<file path="config.mk">
export PLATFORM = sky130hd
export DESIGN_NAME = prio_enc_arb_flat
export DESIGN_NICKNAME = d
export VERILOG_FILES = /design/src/rtl/prio_enc_pkg.sv /design/src/rtl/prio_enc_arb_if.sv /design/src/rtl/prio_pick.sv /design/src/rtl/prio_enc_arb.sv /design/src/flat_wrapper.sv
export SDC_FILE = /design/constraint.sdc
export NUM_CORES = 1
export LEC_CHECK = 0
export ABC_CLOCK_PERIOD_IN_PS = 4200
export BUFFER_PORTS_ARGS = -buffer_cell sky130_fd_sc_hd__buf_4
export CAP_MARGIN = 10
export CORE_UTILIZATION = 30
export DETAILED_ROUTE_END_ITERATION = 8
export PLACE_DENSITY = 0.57
export SLEW_MARGIN = 10
export SYNTH_ARGS = -nofsm -noshare
export SYNTH_HDL_FRONTEND = slang
export SYNTH_HIERARCHICAL = 1
export SYNTH_SLANG_ARGS = --single-unit
</file>
<file path="constraint.sdc">
create_clock -name clk -period 4.2 [get_ports clk]
set_input_delay 0.63 -clock clk [delete_from_list [all_inputs] [get_ports clk]]
set_output_delay 0.63 -clock clk [all_outputs]
set_load 0.02 [all_outputs]
</file>
<file path="src/rtl/prio_enc_pkg.sv">
// prio_enc_pkg: shared mode/state encodings and width helper for prio_enc_arb
package prio_enc_pkg;
  localparam logic MODE_FIXED = 1'b0;
  localparam logic MODE_RR = 1'b1;
  typedef enum logic {IDLE, HOLD} state_t;
  function automatic int clog2(input int v);
    clog2 = 0;
    while ((1 << clog2) < v) clog2++;
  endfunction
endpackage

</file>
<file path="src/rtl/prio_enc_arb_if.sv">
// prio_enc_arb_if: req/mode/out_ready from sources+consumer, out_valid/out_idx/out_onehot/none_o from arbiter
interface prio_enc_arb_if import prio_enc_pkg::*; #(parameter int N = 4) ();
  localparam int W = clog2(N);
  logic [N-1:0] req;
  logic mode;
  logic out_ready;
  logic out_valid;
  logic [W-1:0] out_idx;
  logic [N-1:0] out_onehot;
  logic none_o;
  modport master (output req, mode, out_ready, input out_valid, out_idx, out_onehot, none_o);
  modport slave (input req, mode, out_ready, output out_valid, out_idx, out_onehot, none_o);
endinterface

</file>
<file path="src/rtl/prio_pick.sv">
// prio_pick: combinational winner search (req, start ptr, mode -> idx, found), highest rotated index wins
module prio_pick import prio_enc_pkg::*; #(
  parameter int N = 4,
  localparam int W = clog2(N)
) (
  input  logic [N-1:0] req,
  input  logic [W-1:0] ptr,
  input  logic         mode,
  output logic [W-1:0] idx,
  output logic         found
);
  int st;
  always_comb begin
    st = (mode == MODE_RR) ? int'(ptr) : N - 1;
    found = 1'b0;
    idx = '0;
    for (int j = 0; j < N; j++) begin
      if (req[(j + st + 1) % N]) begin
        found = 1'b1;
        idx = W'((j + st + 1) % N);
      end
    end
  end
endmodule

</file>
<file path="src/rtl/prio_enc_arb.sv">
// prio_enc_arb: registered fixed/round-robin arbiter; clk, rst_n (async low), bus (slave: req/mode/out_ready in, out_valid/out_idx/out_onehot/none_o out)
module prio_enc_arb import prio_enc_pkg::*; #(
  parameter int N = 4
) (
  input logic clk,
  input logic rst_n,
  prio_enc_arb_if.slave bus
);
  localparam int W = clog2(N);
  state_t state, state_n;
  logic [W-1:0] ptr, ptr_n, idx, pick_idx;
  logic rr, none, found, acc, cap;
  always_comb begin
    acc = (state == HOLD) & bus.out_ready;
    cap = (state == IDLE) | bus.out_ready;
    ptr_n = (acc & rr) ? ((idx == '0) ? W'(N - 1) : idx - W'(1)) : ptr;
    state_n = cap ? (found ? HOLD : IDLE) : state;
  end
  prio_pick #(.N(N)) u_pick (
    .req(bus.req),
    .ptr(ptr_n),
    .mode(bus.mode),
    .idx(pick_idx),
    .found(found)
  );
  always_ff @(posedge clk or negedge rst_n) begin
    if (!rst_n) begin
      state <= IDLE;
      ptr <= W'(N - 1);
      idx <= '0;
      rr <= 1'b0;
      none <= 1'b0;
    end else begin
      state <= state_n;
      ptr <= ptr_n;
      none <= cap & ~found;
      if (cap) begin
        idx <= pick_idx;
        rr <= bus.mode;
      end
    end
  end
  assign bus.out_valid = (state == HOLD);
  assign bus.out_idx = idx;
  assign bus.out_onehot = (state == HOLD) ? N'(1) << idx : '0;
  assign bus.none_o = none;
endmodule

</file>
<file path="src/flat_wrapper.sv">
// flat-port wrapper written by rule: the top's interface ports become plain ports
module prio_enc_arb_flat import prio_enc_pkg::*;
#(
  parameter int N = 4
)
  (clk, rst_n, bus_req, bus_mode, bus_out_ready, bus_out_valid, bus_out_idx, bus_out_onehot, bus_none_o);
  prio_enc_arb_if #(.N(N)) bus_i ();
  input logic clk;
  input logic rst_n;
  input wire logic [$bits(bus_i.req)-1:0] bus_req;
  input wire logic [$bits(bus_i.mode)-1:0] bus_mode;
  input wire logic [$bits(bus_i.out_ready)-1:0] bus_out_ready;
  output wire logic [$bits(bus_i.out_valid)-1:0] bus_out_valid;
  output wire logic [$bits(bus_i.out_idx)-1:0] bus_out_idx;
  output wire logic [$bits(bus_i.out_onehot)-1:0] bus_out_onehot;
  output wire logic [$bits(bus_i.none_o)-1:0] bus_none_o;
  assign bus_i.req = bus_req;
  assign bus_i.mode = bus_mode;
  assign bus_i.out_ready = bus_out_ready;
  assign bus_out_valid = bus_i.out_valid;
  assign bus_out_idx = bus_i.out_idx;
  assign bus_out_onehot = bus_i.out_onehot;
  assign bus_none_o = bus_i.none_o;
  prio_enc_arb #(.N(N)) u_core (.clk(clk), .rst_n(rst_n), .bus(bus_i));
endmodule
</file>
==> impl_results.md <==
* Final GP Congestion at 0.881
* CP Class: reg2reg
* Final critical-path share of the clock period at 0.585
* Commonest cells after routing, fill and taps aside: buf_4, inv_1, dfrtp_1
* PortBufs at 15
* Die area at 2010 um2
* Die width at 44.9 um
* Syn Area/Cell at 10.0 um2
* Initial antenna violation count at 0
* Die extent in y at 44.9 um
* Pin count of the biggest net entering global routing at 11
* Crit-path leading delay family: multiplexers
* Sw power at 0.165 mW
* Vias in the first global route at 414
* RSZ-0062 raised after global routing: false
* RR Startpoint: u_core/bus.out_idx[0]$_DFFE_PN0P_
* Worst skew pair latency at 0.24 ns
* Asr flop ratio synth at 1.00
* Pre-antenna DRT Iters at 5
* #FFs+latches synth at 7
* Worst-Margin Slew at 0.710 ns
* Final setup skew at 0.00147 ns
* GR Util All Layers at 0.116
* Max-slew headroom at 0.513
* CP startpoint: u_core/bus.out_idx[0]$_DFFE_PN0P_
* Startpoint Class: flop
* Sequential Power Share at 0.277
* Design area at 718 um2
* Global-route wire length before repair at 1680 um
* Layout cells sized above 1 at 0.370
* FMAX at 407 MHz
* Row count at 15
* Synthesized net count at 67
* Critical Path AT at 2.58 ns
* Vias at 466
* R2r setup slk at 1.74 ns
* CP required at 4.33 ns
* CTS Buffer Depth at 2
* Synth warn at 6
* Number of synthesized flops with an enable pin at 0
* Int Pwr at 0.248 mW
* Cell Area, Synth at 552 um2
* Worst VDD drop at 0.192 mV
* Final hold vios at 0
* Min cycle time layout at 2.46 ns
* Comb power frac at 0.582
* Grt ovf at 0
* Max-slew violations at 0
* Final WL at 1060 um
* Num Clock Sinks at 7
* CTS Buf Count at 3
* Worst min-delay path class: in2async
* Post-CTS Repair Setup Buffers at 0
* Top_reg_cell synth: dfrtp_1
* Syn Inst Count at 55
* Setup violations, final at 0
* Yosys cell types at 29
* Root buf cell: clkbuf_4
* Switching Fraction at 0.400
* Commonest non-fill, non-tap cell in the layout: buf_4
* Crit. End Element: flop
* Pwr per Cell Area at 575 nW/um2
* Initial Util at 0.320
* # hold bufs at CTS at 0
* Setup TNS at 0 ns
* Io pins at 16
* Clk pin slew, worst setup/hold paths at 0.05 ns
* Ant diodes at 0
* Final ANT Viol Nets at 0
* Core ar. at 1730 um2
* Area grow syn2layout at 30.2%
* Sequential area share after synthesis at 0.322
* Status: finished, final reports clean
* Critical path fanouts, max at 10
* H-tree Lvls at 1
* CP max stage delay at 0.55 ns
* Clk pwr share at 0.141
* Max-Cap Viols at 0
* CTS tree: yes
* DP Area at 692 um2
* Vias/cell at 4.76
* P_leak at 0.348 nW
* Critical path cell sequence: inv_1 -> ha_1 -> mux2i_1 -> nor4bb_1 -> a211o_1 -> a311o_1 -> mux2_4
* Initial DRC count at 9
* HPWL after DPL at 861 um
* Wire per inst at 10.8 um
* Critical-path top delay cell: mux2i_1
* Remaining routing DRC violations at 0
* CP bufs+invs at 1
* Final net count at 86
* CTS resizes at 0
[per-stage QoR]
stage                     total power, mW  std cells   util  hold slack [ns]  worst slack [ns]
after CTS                           0.418         98  0.416            0.184              1.73
after floorplan                     0.281         55      -            0.334              1.85
after detailed placement            0.358         94  0.401            0.450              1.67
final                               0.413         98  0.416            0.192              1.74
after global placement              0.357         94  0.401            0.447              1.70
after global routing                0.448         98  0.416            0.181              1.55
[cells by family after synthesis]
| kind of cell | synth area share |
|---|---|
| buf+inv | 0.0408 |
| fa+ha+maj | 0.0907 |
| simple gates | 0.218 |
| flops | 0.322 |
| mux | 0.145 |
| compound gates | 0.184 |
[Yosys cell counts (all sizes together) (3+ instances only)]
master	instances	area, um2
and2	5	32.5
dfrtp	5	125
inv	5	18.8
ha	4	50.1
mux2	4	60.1
a21oi	3	15.0
nand2	3	11.3
nand2b	3	21.3
[path summary, 6_finish.rpt]
kind                       cells past startpoint                                end
min in group clk                               1              u_core/rr$_DFFE_PN0P_
hold reg to reg                                1              u_core/rr$_DFFE_PN0P_
max in group asynchronous                      1            u_core/ptr[1]$_DFF_PN1_
setup / recovery                               7  u_core/bus.out_idx[1]$_DFFE_PN0P_
hold / removal                                 1              u_core/rr$_DFFE_PN0P_
setup reg to reg                               7  u_core/bus.out_idx[1]$_DFFE_PN0P_
[registers in the layout, summed over array words and instances (netlist names)]
register / count
u_core/ptr: 2
u_core/bus.out_valid: 1
u_core/bus.out_idx: 2
u_core/bus.none_o: 1
u_core/rr: 1
[power by group through the flow]
stage	logic, mW	registers, mW	clock network (mW)
6_report	0.241	0.114	0.0583
4_1_cts	0.242	0.115	0.0615
3_3_place_gp	0.241	0.116	0
3_5_place_dp	0.241	0.116	0
2_1_floorplan	0.158	0.122	0
5_1_grt	0.264	0.118	0.0657
[cell type report]
type	count	area [um2]
Fill cell	177	1010
Tap cell	25	31.3
Sequential cell	7	178
Inverter	5	18.8
Timing Repair Buffer	15	113
Multi-Input combinational cell	42	352
Clock buffer	4	26.3
[per-layer routing]
layer / GRT usage / vias to the layer above / share of wire
met3: 0 / 2 / 0.054
met2: 0.182 / 20 / 0.46
li1: - / 237 / -
met1: 0.158 / 207 / 0.48
met4: 0.0727 / 0 / 0.0095
met5: 0 / - / 0
Note: power is estimated with default switching activity, not from simulation.
